[src/rtl/uart_pkg.sv]
// Shared definitions for the UART receive packer.
// Holds the parity-mode encodings, the receiver FSM state type and a
// helper that computes the expected parity bit for a received byte.
package uart_pkg;

  localparam int unsigned ParityNone = 0;
  localparam int unsigned ParityOdd  = 1;
  localparam int unsigned ParityEven = 2;

  typedef enum logic [2:0] {
    StIdle,
    StStart,
    StData,
    StParity,
    StStop,
    StBreak
  } uart_state_e;

  // Parity bit the transmitter should have sent for this byte.
  function automatic logic parity_bit(input logic [7:0] data, input int unsigned mode);
    return (mode == ParityOdd) ? ~(^data) : (^data);
  endfunction

endpackage

[src/rtl/uart_baud_tick.sv]
// Oversampling tick generator for the UART receiver.
// Ports:
//   clk       system clock
//   rst_n     asynchronous active-low reset
//   restart_i synchronous restart; the next tick comes DIV clocks later
//   tick_o    one-clock pulse every DIV clocks
module uart_baud_tick #(
  parameter int unsigned DIV = 325
) (
  input  logic clk,
  input  logic rst_n,
  input  logic restart_i,
  output logic tick_o
);

  localparam int unsigned CntW = (DIV > 1) ? $clog2(DIV) : 1;

  logic [CntW-1:0] cnt_q, cnt_d;
  logic            wrap;

  always_comb begin
    wrap   = (cnt_q == CntW'(DIV - 1));
    tick_o = wrap && !restart_i;
    if (restart_i || wrap) begin
      cnt_d = '0;
    end else begin
      cnt_d = cnt_q + CntW'(1);
    end
  end

  always_ff @(posedge clk or negedge rst_n) begin
    if (!rst_n) begin
      cnt_q <= '0;
    end else begin
      cnt_q <= cnt_d;
    end
  end

endmodule

[src/rtl/uart_rx_packer.sv]
// UART receive front end that packs bytes into FIFO write words.
// Oversamples rx with a 3-sample majority vote, optionally checks parity,
// checks framing and packs FIFO_WR_BYTE bytes (first byte in the MSBs) into
// one FIFO word. An idle timeout flushes a partial word, left-aligned.
// Ports:
//   clk, rst_n        system clock, asynchronous active-low reset
//   rx                serial input (asynchronous)
//   fifo_full         FIFO full flag, sampled in the write cycle
//   fifo_wr_data      packed word
//   fifo_wr_en        one-cycle write strobe
//   fifo_wr_partial   qualifies fifo_wr_en: timeout flush, zero-padded LSBs
//   frame_err         pulse: stop bit sampled 0
//   parity_err        pulse: parity mismatch
//   overflow          pulse: word dropped because fifo_full was high
module uart_rx_packer
  import uart_pkg::*;
#(
  parameter int unsigned CLK_FREQ      = 50_000_000,
  parameter int unsigned UART_BPS      = 9600,
  parameter int unsigned OVERSAMPLE    = 16,
  parameter int unsigned PARITY        = 0,
  parameter int unsigned FIFO_WR_BYTE  = 4,
  parameter int unsigned FIFO_WR_WIDTH = 32,
  parameter int unsigned IDLE_TIMEOUT  = 32
) (
  input  logic                     clk,
  input  logic                     rst_n,
  input  logic                     rx,
  input  logic                     fifo_full,
  output logic [FIFO_WR_WIDTH-1:0] fifo_wr_data,
  output logic                     fifo_wr_en,
  output logic                     fifo_wr_partial,
  output logic                     frame_err,
  output logic                     parity_err,
  output logic                     overflow
);

  localparam int unsigned Div       = CLK_FREQ / (UART_BPS * OVERSAMPLE);
  localparam int unsigned SampW     = $clog2(OVERSAMPLE);
  localparam int unsigned IdleLimit = IDLE_TIMEOUT * OVERSAMPLE;
  localparam int unsigned IdleW     = (IdleLimit > 0) ? $clog2(IdleLimit + 1) : 1;
  localparam int unsigned CntW      = $clog2(FIFO_WR_BYTE + 1);

  // samp_q counts ticks already seen in the current bit, so the tick being
  // processed is number samp_q+1; votes at OS/2-1, OS/2, decision at OS/2+1.
  localparam logic [SampW-1:0] SampVote0  = SampW'(OVERSAMPLE / 2 - 2);
  localparam logic [SampW-1:0] SampVote1  = SampW'(OVERSAMPLE / 2 - 1);
  localparam logic [SampW-1:0] SampDecide = SampW'(OVERSAMPLE / 2);
  localparam logic [SampW-1:0] SampLast   = SampW'(OVERSAMPLE - 1);

  // rx synchroniser plus one history flop for falling-edge detection
  logic rx_s1_q, rx_s2_q, rx_prev_q;

  always_ff @(posedge clk or negedge rst_n) begin
    if (!rst_n) begin
      rx_s1_q   <= 1'b1;
      rx_s2_q   <= 1'b1;
      rx_prev_q <= 1'b1;
    end else begin
      rx_s1_q   <= rx;
      rx_s2_q   <= rx_s1_q;
      rx_prev_q <= rx_s2_q;
    end
  end

  uart_state_e state_q, state_d;
  logic [SampW-1:0] samp_q, samp_d;
  logic [1:0]       ones_q, ones_d;
  logic [2:0]       bit_cnt_q, bit_cnt_d;
  logic [7:0]       shift_q, shift_d;
  logic             bad_q, bad_d;
  logic             frame_err_q, frame_err_d;
  logic             parity_err_q, parity_err_d;
  logic             start_edge, tick, bit_vote, byte_ok;

  assign start_edge = (state_q == StIdle) && rx_prev_q && !rx_s2_q;

  uart_baud_tick #(
    .DIV(Div)
  ) u_baud_tick (
    .clk      (clk),
    .rst_n    (rst_n),
    .restart_i(start_edge),
    .tick_o   (tick)
  );

  always_comb begin
    state_d      = state_q;
    samp_d       = samp_q;
    ones_d       = ones_q;
    bit_cnt_d    = bit_cnt_q;
    shift_d      = shift_q;
    bad_d        = bad_q;
    frame_err_d  = 1'b0;
    parity_err_d = 1'b0;
    byte_ok      = 1'b0;
    // ones_q holds the count of 1s among the first two samples (0..2)
    bit_vote     = ones_q[1] | (ones_q[0] & rx_s2_q);

    unique case (state_q)
      StIdle: begin
        if (start_edge) begin
          state_d   = StStart;
          samp_d    = '0;
          ones_d    = '0;
          bit_cnt_d = '0;
          bad_d     = 1'b0;
        end
      end
      StBreak: begin
        if (rx_s2_q) begin
          state_d = StIdle;
        end
      end
      StStart, StData, StParity, StStop: begin
        if (tick) begin
          samp_d = (samp_q == SampLast) ? '0 : samp_q + SampW'(1);
          if (samp_q == SampVote0 || samp_q == SampVote1) begin
            ones_d = ones_q + {1'b0, rx_s2_q};
          end
          if (samp_q == SampDecide) begin
            ones_d = '0;
            // Next state is entered mid-bit; samp keeps running so its first
            // decision lands in the middle of the following bit.
            unique case (state_q)
              StStart: state_d = bit_vote ? StIdle : StData;
              StData: begin
                shift_d   = {bit_vote, shift_q[7:1]};
                bit_cnt_d = bit_cnt_q + 3'd1;
                if (bit_cnt_q == 3'd7) begin
                  state_d = (PARITY != ParityNone) ? StParity : StStop;
                end
              end
              StParity: begin
                if (bit_vote != parity_bit(shift_q, PARITY)) begin
                  parity_err_d = 1'b1;
                  bad_d        = 1'b1;
                end
                state_d = StStop;
              end
              default: begin
                if (bit_vote) begin
                  byte_ok = !bad_q;
                  state_d = StIdle;
                end else begin
                  frame_err_d = 1'b1;
                  state_d     = StBreak;
                end
              end
            endcase
          end
        end
      end
      default: state_d = StIdle;
    endcase
  end

  // Packer and idle timeout
  logic [FIFO_WR_WIDTH-1:0] word_q, word_d, word_next;
  logic [FIFO_WR_WIDTH-1:0] data_q, data_d;
  logic [CntW-1:0]          cnt_q, cnt_d;
  logic [IdleW-1:0]         idle_q, idle_d;
  logic                     pend_q, pend_d;
  logic                     partial_q, partial_d;
  logic                     timeout;

  always_comb begin
    word_d    = word_q;
    cnt_d     = cnt_q;
    data_d    = data_q;
    pend_d    = 1'b0;
    partial_d = 1'b0;
    idle_d    = idle_q;
    word_next = (word_q << 8) | FIFO_WR_WIDTH'(shift_q);

    if (start_edge) begin
      idle_d = '0;
    end else if (tick && idle_q != IdleW'(IdleLimit)) begin
      idle_d = idle_q + IdleW'(1);
    end

    // A start edge in the expiry cycle wins over the flush.
    timeout = (IdleLimit != 0) && (idle_q == IdleW'(IdleLimit)) && (state_q == StIdle) &&
              (cnt_q != '0) && !start_edge;

    if (byte_ok) begin
      if (cnt_q == CntW'(FIFO_WR_BYTE - 1)) begin
        pend_d = 1'b1;
        data_d = word_next;
        word_d = '0;
        cnt_d  = '0;
      end else begin
        word_d = word_next;
        cnt_d  = cnt_q + CntW'(1);
      end
    end else if (timeout) begin
      pend_d    = 1'b1;
      partial_d = 1'b1;
      data_d    = word_q << (8 * (FIFO_WR_BYTE - int'(cnt_q)));
      word_d    = '0;
      cnt_d     = '0;
    end
  end

  always_ff @(posedge clk or negedge rst_n) begin
    if (!rst_n) begin
      state_q      <= StIdle;
      samp_q       <= '0;
      ones_q       <= '0;
      bit_cnt_q    <= '0;
      shift_q      <= '0;
      bad_q        <= 1'b0;
      frame_err_q  <= 1'b0;
      parity_err_q <= 1'b0;
      word_q       <= '0;
      data_q       <= '0;
      cnt_q        <= '0;
      idle_q       <= '0;
      pend_q       <= 1'b0;
      partial_q    <= 1'b0;
    end else begin
      state_q      <= state_d;
      samp_q       <= samp_d;
      ones_q       <= ones_d;
      bit_cnt_q    <= bit_cnt_d;
      shift_q      <= shift_d;
      bad_q        <= bad_d;
      frame_err_q  <= frame_err_d;
      parity_err_q <= parity_err_d;
      word_q       <= word_d;
      data_q       <= data_d;
      cnt_q        <= cnt_d;
      idle_q       <= idle_d;
      pend_q       <= pend_d;
      partial_q    <= partial_d;
    end
  end

  // fifo_full is honoured in the write cycle itself, hence the gating here.
  assign fifo_wr_data    = data_q;
  assign fifo_wr_en      = pend_q && !fifo_full;
  assign overflow        = pend_q && fifo_full;
  assign fifo_wr_partial = pend_q && !fifo_full && partial_q;
  assign frame_err       = frame_err_q;
  assign parity_err      = parity_err_q;

endmodule

[config.mk]
export PLATFORM = sky130hd
export DESIGN_NAME = uart_rx_packer
export DESIGN_NICKNAME = d
export VERILOG_FILES = /design/src/rtl/uart_pkg.sv /design/src/rtl/uart_baud_tick.sv /design/src/rtl/uart_rx_packer.sv
export SDC_FILE = /design/constraint.sdc
export NUM_CORES = 1
export LEC_CHECK = 0
export CAP_MARGIN = 20
export CORE_UTILIZATION = 33
export DETAILED_ROUTE_END_ITERATION = 10
export PLACE_DENSITY = 0.54
export SLEW_MARGIN = 0
export SYNTH_ARGS = -nofsm -noshare
export SYNTH_HDL_FRONTEND = slang
export SYNTH_HIERARCHICAL = 1
export SYNTH_SLANG_ARGS = --single-unit
[constraint.sdc]
create_clock -name clk -period 4.23 [get_ports clk]
set_input_delay 0.846 -clock clk [delete_from_list [all_inputs] [get_ports clk]]
set_output_delay 0.846 -clock clk [all_outputs]
set_load 0.02 [all_outputs]
# ---- Word-level counts from Yosys, hierarchy flattened
# Cells that the tools add are included.
dict set report classes {
  addsub 7
  n_eq_ne 25
  shift 1
  muxes 60
  bitwise_logic 3
  n_reduce_logical 31
}
# cell count
set op_table {}
lappend op_table {{32-bit 2-to-1 mux} 6}
lappend op_table {{3-bit 2-to-1 mux} 13}
lappend op_table {{32-bit by 8-bit bitwise OR with 32-bit output} 1}
lappend op_table {{32-bit by 32-bit << shifter with 32-bit output} 1}
lappend op_table {{1-bit 2-to-1 mux} 24}
lappend op_table {{10-bit 2-to-1 mux} 2}
lappend op_table {{3-bit one-hot mux with 3 select lines} 2}
lappend op_table {{4-bit 2-to-1 mux} 3}
lappend op_table {{2-bit != test (second input constant)} 6}
lappend op_table {{10-bit by 1-bit adder with 10-bit output (second input constant)} 1}
lappend op_table {{10-bit == test (second input constant)} 1}
lappend op_table {{1-bit logical AND} 10}
lappend op_table {{2-bit 2-to-1 mux} 5}
lappend op_table {{10-bit != test (second input constant)} 1}
lappend op_table {{5-bit AND reduction} 2}
lappend op_table {{9-bit by 1-bit adder with 9-bit output (second input constant)} 1}
lappend op_table {{3-bit by 2-bit == test with 1-bit output (second input constant)} 3}
lappend op_table {{3-bit == test (second input constant)} 3}
lappend op_table {{9-bit == test (second input constant)} 1}
lappend op_table {{9-bit 2-to-1 mux} 1}
lappend op_table {{4-bit by 3-bit == test with 1-bit output (second input constant)} 2}
lappend op_table {{4-bit == test (second input constant)} 2}
lappend op_table {{4-bit one-hot mux with 2 select lines} 1}
lappend op_table {{4-bit AND reduction} 2}
lappend op_table {{24 further kinds} 33}
dict set report totals {
  ff_bits 114
  in_bits 4
  output_inout_bits 37
  elab_cells 145
}

# ---- Depth between registers and ports, before layout
# Gate-level depths: netlist of the first run.
dict set report depth {
  word_depth 9
  depth_mapped 13
  depth_no_buf 10
}

# ---- By module
# Netlist of the first run, hierarchy kept.
# mod n_inst cells_each area_each_um2 seq_area_each_um2
set by_module_without_submodules {}
lappend by_module_without_submodules {uart_rx_packer 1 494 5161.2 2631.3}
lappend by_module_without_submodules {uart_baud_tick 1 46 457.9 225.2}

# ---- Worst setup path after synthesis of the first run
# OpenSTA, ideal clock, no wires.
dict set report synth_path {
  path_kind {register to register}
  startpoint {register state_q[1]}
  endpoint {register data_q[16], in the netlist fifo_wr_data[16]}
  setup_ps 125
  arrival_ps 2957
  required_time_ps 4105
  slack_ps 1148
  path_stages_with_launch 13
  path_buffers 3
  period_less_slack_ps 3082
  cell_sequence {dfrtp_1 > buf_4 > or3_4 > nor2_1 > clkbuf_1 > nor2_1 > and4b_1 > nand4_1 > a21oi_1 > or2_1 > buf_2 > inv_2 > mux2_2}
}
dict set report synth_between {
  elab_chain_len 9
  word_cells_on_any_way 22
  classes_between {eq/ne: 5; mux: 5; reduce/logical: 12}
}
# element line
set synth_lines {}
lappend synth_lines {{start, declared} uart_rx_packer.sv:66} ;# uart_state_e state_q, state_d;
lappend synth_lines {{start signal, assigned} uart_rx_packer.sv:207} ;# state_q <= StIdle;
lappend synth_lines {{start signal, assigned} uart_rx_packer.sv:222} ;# state_q <= state_d;
lappend synth_lines {{3-bit zero test (*)} uart_rx_packer.sv:76} ;# assign start_edge = (state_q == StIdle) && rx_prev_q && !rx_s2_q;
lappend synth_lines {{1-bit logical AND (*) (2 in series)} uart_rx_packer.sv:76}
lappend synth_lines {{named net start_edge} uart_rx_packer.sv:74} ;# logic start_edge, tick, bit_vote, byte_ok;
lappend synth_lines {{1-bit zero test (*)} uart_baud_tick.sv:23} ;# tick_o = wrap && !restart_i;
lappend synth_lines {{1-bit logical AND (*)} uart_baud_tick.sv:23}
lappend synth_lines {{named net tick} uart_rx_packer.sv:74}
lappend synth_lines {{1-bit 2-to-1 mux (*)} uart_rx_packer.sv:116} ;# if (tick) begin
lappend synth_lines {{1-bit 2-to-1 mux (*)} uart_rx_packer.sv:100} ;# unique case (state_q)
lappend synth_lines {{2-bit by 1-bit != test with 1-bit output (no line) or 2-bit nonzero test (tied branches)} --}
lappend synth_lines {{2-bit AND reduction (no line)} --}
lappend synth_lines {{end signal, assigned} uart_rx_packer.sv:231} ;# data_q <= data_d;
lappend synth_lines {{end, declared} uart_rx_packer.sv:160} ;# logic [FIFO_WR_WIDTH-1:0] data_q, data_d;
# Mark *: on every way through the listed nets, which the timed path passes. The rest lies on a longest branch.
# A chain may end at the register's enable or synchronous reset.

# ---- Worst setup path in the final report of the first run
dict set report layout_path {
  startpoint {register state_q[2]}
  endpoint {register data_q[14], in the netlist fifo_wr_data[14]}
}
dict set report layout_between {
  elab_chain_len 9
  word_cells_on_any_way 22
  classes_between {eq/ne: 5; mux: 5; reduce/logical: 12}
}
# element line
set layout_lines {}
lappend layout_lines {{3-bit zero test (*)} uart_rx_packer.sv:76}
lappend layout_lines {{1-bit logical AND (*) (2 in series)} uart_rx_packer.sv:76}
lappend layout_lines {{1-bit zero test (*)} uart_baud_tick.sv:23}
lappend layout_lines {{1-bit logical AND (*)} uart_baud_tick.sv:23}
lappend layout_lines {{named net tick} uart_rx_packer.sv:74}
lappend layout_lines {{1-bit 2-to-1 mux (*)} uart_rx_packer.sv:116}
lappend layout_lines {{1-bit 2-to-1 mux (*)} uart_rx_packer.sv:100}
lappend layout_lines {{2-bit by 1-bit != test with 1-bit output (no line) or 2-bit nonzero test (tied branches)} --}
lappend layout_lines {{2-bit AND reduction (no line)} --}
# Marked as above.

==> metrics.txt, run 1 <==
Synth Register Bits between 100 and 150; asr flop ratio synth between 90% and 100%; Final Hold Viols 0; CTS tree built; Leakage approximately 2.9 nW; cells after synthesis 540; core outline area about 17000 µm²; critical path data required time 4.50 ns; Mapped Area roughly 5600 µm²; reg2reg path depth 10; WL per Instance about 17 µm; share of cells above drive strength 1 11.1%; EDFF count, synth 0; initial antenna violation count 0; post-synth top area cell dfrtp_1; remaining routing DRC violations 0; setup_tns 0 ns; clk_lat worst skew ~0.41 ns; DRT iter0 DRCs around 370; post-layout min period between 3 and 4 ns; maximum vdd ir drop 0.292 mV; router iterations before antenna repair 5; chip height roughly 130 µm; number of port buffers 40; Detailed Route WL around 14000 µm; Sinks on Clock Net around 110; vias in the first global route roughly 4500; num rows 47; Die X ~130 µm; top post-synthesis cells by count 111 x dfrtp_1, 57 x o21ai_0, 39 x inv_1; Final GP Congestion about 0.83; worst hold path type register to register; hold path depth 0; Area Overhead vs Synth 23.4%; DP HPWL approximately 9000 µm; DR vias roughly 4300; I/O pin total 41; clock slew at reported path FFs ~0.06 ns; status finished clean; Crit Path Class register to register; syn avg cell area ~10 µm²; hold buffer count at cts 0; worst r2r src state_q[2]; Root Driver clkbuf_16; startpoint class of the critical path register; Crit Path Max Fanout 22; largest net degree at the start of global routing 75; grt total ovfl 0; Setup-failing EPs final 0; Post-DRT Antenna Nets 0; first-pass GRT wire length 23100 µm; period utilization 80.3%; measured slew at the worst slew-check pin between 0.9 and 1 ns; pwr/cell area ~460 nW/µm²; Clock Tree Buf Depth 2; Crit. End Element register; initial core utilization 33.9%; GRT Total Usage between 10% and 20%; Post-Syn Nets 558; clk_skew 0.00826 ns; Fin Hold WS 0.357 ns; Max Fclk ~0.3 GHz; Critical path origin state_q[2]; fillers approximately 1600; DIE AREA 17600 µm²; part of the Yosys area used for sequential elements 50.8%; Synth Flop Type dfrtp_1; RSZ-0062 raised after global routing false; H-tree levels 4; final slew viol count 0; Num CTS Buffers 17; Yosys Warn Count 6; count leader, synth dfrtp_1; worst rel slew slack roughly 34%; critical path arrival 3.67 ns; ANT cells 0; Vias/cell between 5 and 6; postcts setup bufs 0; library cells used by synthesis between 50 and 60; CTS resizes 0; top-area cell type share of the netlist area around half; MaxCap Viol Count 0; Min-Delay Startpoint rx_s1_q; Final #Nets between 500 and 600; synth top area cells dfrtp_1 49%, a22o_1 5.8%, o21ai_0 5.1%
## through the flow
step / util (%) / setup WS (ns) / cell area [µm²] / power, mW / cells
after floorplan: - / 1.15 / 5620 / 1.45 / 540
after global placement: 37.7 / 1.11 / 6250 / 1.52 / 776
after detailed placement: 37.7 / 0.980 / 6250 / 1.53 / 776
after CTS: 41.8 / 0.856 / 6930 / 3.21 / 808
after global routing: 41.8 / 0.516 / 6930 / 3.32 / 808
final: 41.8 / 0.834 / 6930 / 3.18 / 808
## registers in the layout, indices dropped and copies added, names as in the netlist
signal and flops:
fifo_wr_data 32, word_q 32, idle_q 10, u_baud_tick/cnt_q 9, shift_q 8, samp_q 4, bit_cnt_q 3, cnt_q 3
state_q 3, ones_q 2, bad_q 1, frame_err 1, parity_err 1, partial_q 1, pend_q 1, rx_prev_q 1
rx_s1_q 1, rx_s2_q 1
## final timing paths
check | to | slack [ns]
min | rx_s2_q | 0.36
min in group asynchronous | fifo_wr_data[15] | 0.59
min reg2reg | rx_s2_q | 0.36
max | fifo_wr_data[14] | 0.83
max reg2reg | fifo_wr_data[14] | 0.83
max in group asynchronous | shift_q[5] | 2.92
## where the power goes
part           internal (mW)  switching [mW]  total, mW  leakage [nW]
clock network           1.17           0.500       1.67         0.337
logic                  0.120           0.172      0.291         0.964
registers               1.14          0.0834       1.23          1.57
total                   2.43           0.755       3.18          2.87
## critical path: stages, from the launching register on
cell and delay, ns:
dfrtp_1 0.59, or3_4 0.23, nor2_1 0.05, buf_4 0.18, nor2_1 0.32, and4b_1 0.32
and4_1 0.70, buf_4 0.30, nor3_1 0.08, a2111oi_0 0.40, a21oi_1 0.08
## final cells by class
class,instances,area [µm²],area share (%)
Timing Repair Buffer,49,478,6.89
Multi-Input combinational cell,353,2490,35.9
Inverter,40,150,2.17
Clock inverter,9,199,2.87
Clock buffer,23,488,7.04
Tap cell,220,275,3.97
Sequential cell,114,2860,41.2
## cell families (layout without fill, tap and decap cells)
| group | Yosys count | after routing | share of synthesized area [%] |
|---|---|---|---|
| buffers and inverters | 73 | 121 | 5.10 |
| XOR/XNOR | 21 | 21 | 3.27 |
| flip-flops | 114 | 114 | 50.8 |
| adder cells (fa/ha/maj) | 14 | 14 | 3.12 |
| multiplexers | 26 | 26 | 4.85 |
| AND/OR/NAND/NOR | 132 | 132 | 12.4 |
| AO/OA/AOI/OAI | 160 | 160 | 20.4 |
## per-layer routing
metal | global-route usage (%) | wire length, µm | vias up
li1 | - | - | 2061
met1 | 21.7 | 6340 | 2168
met2 | 26.9 | 6490 | 103
met3 | 4.18 | 588 | 16
met4 | 6.96 | 277 | 0
met5 | 0 | 0 | -
## layout by cell type (no fill, tap or decap), types with 11 or more instances in the layout
| cell type | synthesis | layout |
|---|---|---|
| dfrtp_1 | 111 | 111 |
| o21ai_0 | 57 | 57 |
| inv_1 | 39 | 39 |
| clkdlybuf4s50_1 | 0 | 39 |
| a22o_1 | 37 | 37 |
| nand2_1 | 36 | 36 |
| nor2_1 | 28 | 28 |
| clkbuf_16 | 0 | 17 |
| mux2i_1 | 16 | 16 |
| ha_1 | 14 | 14 |
| a21oi_1 | 14 | 13 |
| nor3_1 | 12 | 12 |
| xor2_1 | 11 | 11 |
Note: power is estimated with default switching activity, not from simulation.
==> run 2: changes to the inputs <==
PLACE_DENSITY = 0.56   (was 0.54)
clock period = 2.8 ns   (was 4.23 ns; I/O delays follow)
==> run 2 against run 1 <==
Non-clock buffer count rose by 13. Clock power rose by 32%. Combinational power rose by 85%. Count of clock-buffer cells in the layout fell by 1. Largest power group unchanged. Flip-flop and latch count did not move. Critical endpoint is now fifo_wr_data[11]. Maximum frequency rose by 30%. First-iteration DRC count rose by 2.7%. Worst setup slack got worse by 0.65 ns.
==> metrics.txt, run 2 (synthesis gave the netlist of run 1 again) <==
GRT Total Usage 17.2% (was 16.8%); post-layout min period 2.61 ns (was 3.40 ns); reg-to-reg slack, setup 0.19 ns (was 0.83 ns); sequential power share 39.9% (was 38.5%); Vias/cell 5.40 (was 5.38); clock slew at reported path FFs 0.05 ns (was 0.06 ns); Detailed Route WL 13700 µm (about the same); ANT cells 0 (unchanged); H-tree levels 4 (unchanged); maximum vdd ir drop 0.424 mV (was 0.292 mV); DP Area 6360 µm² (was 6250 µm²); router iterations before antenna repair 5 (unchanged); Num CTS Buffers 17 (unchanged); grt total ovfl 0 (unchanged); CTS tree built (unchanged); num rows 47 (unchanged); Leakage 2.89 nW (was 2.87 nW); worst hold path type primary input to asynchronous set/reset pin (was register to register); Crit Path Max Fanout 42 (was 22); placed insts 789 (was 776); Post-DRT Antenna Nets 0 (unchanged); Crit. End Element register (unchanged); final slew viol count 0 (unchanged); critical path arrival 2.89 ns (was 3.67 ns); startpoint class of the critical path register (unchanged); most frequent cells in the layout 111 x dfrtp_1, 57 x o21ai_0, 39 x inv_1, 39 x clkdlybuf4s50_1, 37 x a22o_1 (unchanged); clk_lat worst skew 0.41 ns (about the same); largest net degree at the start of global routing 59 (was 75); number of port buffers 40 (unchanged); initial core utilization 33.9% (unchanged); clk_skew 0.00731 ns (was 0.00826 ns); first-pass GRT wire length 23800 µm (was 23100 µm); MaxCap Viol Count 0 (unchanged); Max Fclk 0.383 GHz (was 0.294 GHz); Fin Hold WS 0.150 ns (was 0.357 ns); remaining routing DRC violations 0 (unchanged); DIE AREA 17600 µm² (unchanged); chip height 132 µm (unchanged); vias in the first global route 4575 (was 4484); worst r2r src u_baud_tick/cnt_q[5] (was state_q[2]); Crit Path Class register to register (unchanged); initial antenna violation count 0 (unchanged); Clock Tree Buf Depth 2 (unchanged); Die X 132 µm (unchanged); Final #Nets 606 (was 593); Switching Fraction 25.2% (was 23.7%); commonest non-fill, non-tap cell in the layout dfrtp_1 (unchanged); internal power 3.41 mW (was 2.43 mW); pwr/cell area 651 nW/µm² (was 459 nW/µm²); Switching Power 1.15 mW (was 0.755 mW); Area Overhead vs Synth 24.5% (was 23.4%); core outline area 16600 µm² (unchanged); DR vias 4427 (was 4348); DP HPWL 9270 µm (was 8790 µm); pre-CTS setup slack 0.119 ns (was 0.980 ns); reg2reg path depth 9 (was 10); hold buffer count at cts 0 (unchanged); RSZ-0062 raised after global routing true (was false); Clock power frac 48.3% (was 52.3%); measured slew at the worst slew-check pin 0.657 ns (was 0.984 ns); final setup margin 0.186 ns (was 0.834 ns); critical path data required time 3.08 ns (was 4.50 ns); Final GP Congestion 0.796 (was 0.829); share of cells above drive strength 1 13.7% (was 11.1%); WL per Instance 16.8 µm (was 16.9 µm); R2R Path End fifo_wr_data[11] (was fifo_wr_data[14]); Setup-failing EPs final 0 (unchanged); Combinational Power Share 11.8% (was 9.2%); DRT iter0 DRCs 383 (was 373); worst rel slew slack 55.7% (was 34.4%); Final Hold Viols 0 (unchanged); status finished clean (unchanged); design area 6990 µm² (was 6930 µm²); period utilization 93.4% (was 80.3%); Sinks on Clock Net 114 (unchanged); I/O pin total 41 (unchanged); fin cells 820 (was 808); Root Driver clkbuf_16 (unchanged)
[run 2: how the worst max path moves through the flow]
| stage | from | end | depth (start not counted) |
|---|---|---|---|
| floorplan | state_q[1] | fifo_wr_data[16] | 12 |
| global placement | u_baud_tick/cnt_q[5] | fifo_wr_data[22] | 9 |
| detailed placement | u_baud_tick/cnt_q[5] | fifo_wr_data[12] | 9 |
| CTS | u_baud_tick/cnt_q[5] | fifo_wr_data[12] | 9 |
| global route | u_baud_tick/cnt_q[5] | fifo_wr_data[9] | 9 |
| finish | u_baud_tick/cnt_q[5] | fifo_wr_data[11] | 9 |
[run 2: final cells by class]
cell class                 instances  area (µm²)
clock buffer                      22         474
clock inverter                     9         130
fill                            1596        9590
inverter                          40         150
multi-input combinational        353        2520
sequential                       114        2860
tap                              220         275
timing repair buffer              62         592
[run 2: what timing repair did]
action | in CTS | in global routing
hold endpoints to repair | 0 | 0
gates resized for setup | 0 | 11
endpoints found under the setup margin | 0 | 10
buffers inserted | 0 | 0
[run 2: worst max-delay path, cell delays in order, from the launching register on]
cell	delay, ns
dfrtp_1	0.42
and4bb_2	0.32
nand4_1	0.12
nor2_2	0.11
and4b_1	0.27
nand4_1	0.20
o41a_1	0.19
buf_4	0.29
a2111oi_1	0.47
a21oi_1	0.07
[run 2: power groups by stage]
stage,clock [mW],combinational (mW),sequential (mW)
global placement,0,0.510,1.84
floorplan,0,0.364,1.82
detailed placement,0,0.535,1.84
finish,2.20,0.537,1.82
CTS,2.25,0.539,1.81
global route,2.34,0.620,1.83
[run 2: per-layer routing]
metal  vias up  share of wire, %  track usage, %
met5         -                 0               0
met4         0               1.3            6.64
met3        16               3.8            3.98
met2        97                49            27.3
met1      2237                46            22.7
li1       2077                 -               -
[run 2: through the flow]
stage	TNS [ns]	power [mW]	utilization, %
2_1_floorplan	0	2.19	-
3_3_place_gp	0	2.35	38.4
3_5_place_dp	0	2.37	38.4
4_1_cts	0	4.60	42.0
5_1_grt	-0.0217	4.79	42.2
6_report	0	4.55	42.2
